$ cat src/rtl/instruction_fetch.sv
// rtl/instruction_fetch.sv - PC owner and ROM word fetch feeding decode over valid/ready
// Optional feature macro: IFETCH_PERF_EN (adds perf_fetched / perf_redirects counters)
`ifndef MEM_ROM
`define MEM_ROM 1'b1
`endif

module instruction_fetch #(
  parameter logic [31:0] RESET_PC = 32'h0000_0000
) (
  input  logic        clock,
  input  logic        reset,
  output logic [31:0] mem_address,
  output logic        mem_read,
  output logic        mem_write,
  output logic        mem_type,
  output logic [31:0] mem_in_data,
  input  logic [31:0] mem_data,
  output logic        instr_valid,
  input  logic        instr_ready,
  output logic [31:0] instr,
  output logic [31:0] instr_pc,
  input  logic        redirect,
  input  logic [31:0] redirect_pc
`ifdef IFETCH_PERF_EN
  ,
  output logic [31:0] perf_fetched,
  output logic [31:0] perf_redirects
`endif
);

  typedef enum logic [1:0] {
    IDLE   = 2'd0,
    FETCH  = 2'd1,
    STREAM = 2'd2
  } state_t;

  localparam logic [31:0] RESET_PC_ALIGNED = {RESET_PC[31:2], 2'b00};

  state_t      state_q, state_d;
  logic [31:0] pc_q, pc_d;
  logic [31:0] instr_q, instr_d;
  logic [31:0] instr_pc_q, instr_pc_d;
  logic        valid_q, valid_d;
  logic        capture;
  logic        take_redirect;
  logic        transfer;
  logic        unused_redirect_lsbs;

  assign unused_redirect_lsbs = ^redirect_pc[1:0];

  // The ROM answers within the cycle, so the address is a pure function of the held pc.
  assign mem_address = {2'b00, pc_q[31:2]};
  assign mem_read    = (state_q != IDLE);
  assign mem_write   = 1'b0;
  assign mem_type    = `MEM_ROM;
  assign mem_in_data = 32'h0000_0000;

  assign instr_valid = valid_q;
  assign instr       = instr_q;
  assign instr_pc    = instr_pc_q;

  always_comb begin
    state_d       = state_q;
    pc_d          = pc_q;
    instr_d       = instr_q;
    instr_pc_d    = instr_pc_q;
    valid_d       = valid_q;
    capture       = 1'b0;
    take_redirect = 1'b0;
    transfer      = 1'b0;

    case (state_q)
      IDLE: begin
        state_d = FETCH;
      end
      FETCH: begin
        if (redirect) begin
          take_redirect = 1'b1;
        end else begin
          capture = 1'b1;
          state_d = STREAM;
        end
      end
      STREAM: begin
        // A redirect squashes the presented instruction even when decode is ready.
        if (redirect) begin
          take_redirect = 1'b1;
        end else if (valid_q && instr_ready) begin
          capture  = 1'b1;
          transfer = 1'b1;
        end
      end
      default: begin
        state_d = IDLE;
      end
    endcase

    if (take_redirect) begin
      pc_d    = {redirect_pc[31:2], 2'b00};
      valid_d = 1'b0;
      state_d = FETCH;
    end

    if (capture) begin
      instr_d    = mem_data;
      instr_pc_d = pc_q;
      pc_d       = pc_q + 32'd4;
      valid_d    = 1'b1;
    end
  end

  always_ff @(posedge clock) begin
    if (reset) begin
      state_q    <= IDLE;
      pc_q       <= RESET_PC_ALIGNED;
      instr_q    <= 32'h0000_0000;
      instr_pc_q <= 32'h0000_0000;
      valid_q    <= 1'b0;
    end else begin
      state_q    <= state_d;
      pc_q       <= pc_d;
      instr_q    <= instr_d;
      instr_pc_q <= instr_pc_d;
      valid_q    <= valid_d;
    end
  end

`ifdef IFETCH_PERF_EN
  logic [31:0] perf_fetched_q, perf_fetched_d;
  logic [31:0] perf_redirects_q, perf_redirects_d;

  always_comb begin
    perf_fetched_d   = perf_fetched_q;
    perf_redirects_d = perf_redirects_q;
    if (transfer) begin
      perf_fetched_d = perf_fetched_q + 32'd1;
    end
    if (take_redirect) begin
      perf_redirects_d = perf_redirects_q + 32'd1;
    end
  end

  always_ff @(posedge clock) begin
    if (reset) begin
      perf_fetched_q   <= 32'h0000_0000;
      perf_redirects_q <= 32'h0000_0000;
    end else begin
      perf_fetched_q   <= perf_fetched_d;
      perf_redirects_q <= perf_redirects_d;
    end
  end

  assign perf_fetched   = perf_fetched_q;
  assign perf_redirects = perf_redirects_q;
`else
  logic unused_transfer;
  assign unused_transfer = transfer;
`endif

endmodule

$ cat config.mk
export PLATFORM = sky130hd
export DESIGN_NAME = instruction_fetch
export DESIGN_NICKNAME = d
export VERILOG_FILES = /design/src/rtl/instruction_fetch.sv
export SDC_FILE = /design/constraint.sdc
export NUM_CORES = 1
export LEC_CHECK = 0
export ABC_AREA = 1
export CORE_AREA = 8 8 113 115
export CTS_CLUSTER_DIAMETER = 50
export DETAILED_ROUTE_END_ITERATION = 8
export DIE_AREA = 0 0 121 123
export GPL_ROUTABILITY_DRIVEN = 0
export GPL_TIMING_DRIVEN = 0
export HOLD_SLACK_MARGIN = 0.06
export PLACE_DENSITY = 0.81
export SYNTH_ARGS = -nofsm -noshare
export SYNTH_HDL_FRONTEND = slang
export SYNTH_SLANG_ARGS = --single-unit
export TNS_END_PERCENT = 10
$ cat constraint.sdc
create_clock -name clock -period 2.79 [get_ports clock]
set_input_delay 0.837 -clock clock [delete_from_list [all_inputs] [get_ports clock]]
set_output_delay 0.837 -clock clock [all_outputs]
set_load 0.005 [all_outputs]
==> summary.txt <==
Outcome
  • Status: completed

Global routing
  • GRT Resource Usage Total: 21.7%
  • Pin count of the biggest net entering global routing: 15
  • Number of global-route vias before repair: 4949
  • Total grt overflow: 0
  • Initial antenna violation count: 0
  • First-pass GRT wire length: 25500 um

Setup path
  • Sort of element at the end of the critical path: output pin
  • Timing startpoint of the critical path: state_q[0]
  • Data required time of the critical path: 1.95 ns
  • Critical Path Fanout Max: 4
  • Reg2Reg Depth: 8
  • Beginning of the worst register-to-register path: state_q[0]
  • Critical path startpoint category: flop
  • Signal arrival time at the worst endpoint: 1.59 ns
  • Critical path class: reg2out

Clocking
  • Clock root buffer: clkbuf_16
  • CTS tree: built
  • CTS H-Tree Depth: 3
  • Clk_lat worst skew: 0.34 ns
  • Number of instances resized during post-cts repair: 0
  • Clock-pin slew on the worst setup and hold paths: 0.06 ns
  • Deepest clock path buffer count: 2
  • Post-CTS Repair Setup Buffers: 0
  • Number of hold buffers added after CTS: 0
  • TritonCTS buffer count: 9
  • Num Clock Sinks: 95

Yosys
  • Flop and latch count out of synthesis: 95
  • Netlist area before placement: 5050 sq um
  • Area share of the largest cell type after synthesis: 37.7%
  • Yosys warning count: 0
  • Sequential fraction of the synthesis area: 37.7%
  • Post-synthesis area per instance: 6.75 sq um
  • Synth top area cells: dfxtp_1, nor2_1, nand2_1
  • Post-synth top area cell: dfxtp_1
  • Distinct cell type count after synthesis: 33
  • Synth Instances: 748

STA
  • Max Clk Rate: 0.411 GHz
  • Final period utilization: 87.1%
  • Setup tns final: 0 ns
  • Post-layout minimum cycle time: 2.43 ns
  • Finish-stage setup viols: 0
  • Slew Viols, Final: 0
  • Slew Limit Headroom: 60.0%
  • Final hold slack: 0.482 ns
  • Skew final: 0.00874 ns
  • Number of hold violations in the final report: 0
  • Setup repair after global routing missed its margin: false
  • Slew @ Worst Pin: 0.599 ns

Power and ir drop
  • Combinational Power Share: 41.9%
  • Net switching component of the power: 2070 uW
  • Switching part of the total: 36.1%
  • Leakage: 0.00302 uW
  • Clock Power Share: 21.5%
  • Internal power: 3670 uW
  • Power density of the placed cells: 794 nW/um^2
  • Seq pwr share: 36.6%
  • Peak supply drop: 0.387 mV

Routing
  • First-pass iteration count of the detailed router: 5
  • Initial DRC Count: 373
  • Final wirelength: 16500 um
  • Routed wire length per instance: 15.0 um
  • Antenna-violating nets left: 0
  • Detailed-route via count: 5374
  • Number of DRC violations after detailed routing: 0
  • Number of vias per cell: 4.88

Cells and area
  • Final #Nets: 1027
  • Most common cell after layout, fill and taps aside: clkdlybuf4s50_1
  • Number of diodes added for antenna fixing: 0
  • Fillcell total: 1043
  • Top library cells by usage in the layout, fill and taps aside: clkdlybuf4s50_1, nor2_1, nand2_1
  • Synth-to-layout area growth: 43.3%
  • Layout cells sized above 1: 10.5%

Die
  • Core Rows: 39
  • Initial Util: 45.6%
  • Die Area: 14900 sq um
  • Die X: 121 um
  • Number of primary I/O pins: 200
  • Std-Cell Core Area: 11100 sq um
  • Die Y: 123 um

Worst hold path
  • Path category of the worst min-delay check: reg2reg
  • Min-Delay Path Depth: 2
  • Hold path startpoint: instr[27]

Run
  • Count of maximum capacitance violations: 0

Place
  • Half-perimeter wire length after detailed placement: 12800 um
  • Number of buffer cells added on primary ports: 158
-- power groups by stage --
stage,Combinational (uW),Clock [uW],Sequential (uW)
after floorplan,1190,0,2080
after global placement,2360,0,2110
after detailed placement,2400,0,2120
after CTS,2410,1240,2090
after global routing,2660,1300,2150
final,2410,1230,2100
-- worst max-delay path, stage by stage (launching register included) --
cell	delay, ns
dfxtp_1	0.37
inv_1	0.10
ha_1	0.24
inv_1	0.06
clkdlybuf4s50_1	0.49
-- cell type report --
type | instances | area (sq um) | share of cell area (%)
tap | 143 | 179 | 2.47
timing repair buffer | 158 | 1580 | 21.9
buffer | 72 | 494 | 6.83
clock buffer | 12 | 246 | 3.41
multi-input combinational | 545 | 2510 | 34.8
sequential | 95 | 1900 | 26.3
clock inverter | 4 | 45.0 | 0.623
inverter | 72 | 270 | 3.74
-- cell usage after synthesis, drive strengths merged --
cell type and n:
dfxtp 95, clkinv 1, a31oi 3, ha 6
o211a 5, o21ai 91, inv 71, nand3 34
nand2 144, clkbuf 13, nor2 169, nand3b 2
nand4 8, buf 59, o211ai 1, nor3 8
a21boi 1, a21oi 25, a211oi 2, conb 2
o21bai 1, and2 1, xor2 6
-- registers in the layout, summed over array words and instances (netlist names) --
signal       cells
instr           32
instr_pc        30
instr_valid      1
pc_q            30
state_q          2
-- path summary, 6_finish.rpt --
check	end	slack [ns]
min	instr[27]	0.48
max reg2reg	pc_q[5]	0.65
max	mem_read	0.36
min reg2reg	instr[27]	0.48
-- metrics by stage --
step | setup WS, ns | total power (uW) | instances | util (%) | instance area, sq um
after global routing | 0.294 | 6110 | 1101 | 65.3 | 7230
after CTS | 0.351 | 5750 | 1101 | 65.3 | 7230
after floorplan | 1.04 | 3270 | 784 | - | 5180
after global placement | 0.237 | 4480 | 1085 | 62.7 | 6940
final | 0.359 | 5740 | 1101 | 65.3 | 7230
after detailed placement | 0.200 | 4520 | 1085 | 62.7 | 6940
-- routing by layer --
metal	wire length, um	vias up	share of wire [%]	global-route usage [%]
li1	-	2699	-	-
met1	6940	2399	42	26.1
met3	1410	38	8.6	5.02
met4	500	0	3.0	9.21
met2	7650	238	46	36.5
met5	0	-	0	0
-- cell families after synthesis --
family	synth area share, %
buffers and inverters	15.1
DFF	37.7
other	0.149
AOI/OAI and AO/OA	13.8
xor gates and xnor gates	1.04
and+or+nand+nor	30.7
adders and majority gates	1.49
Power figures use the tool's default switching activity.
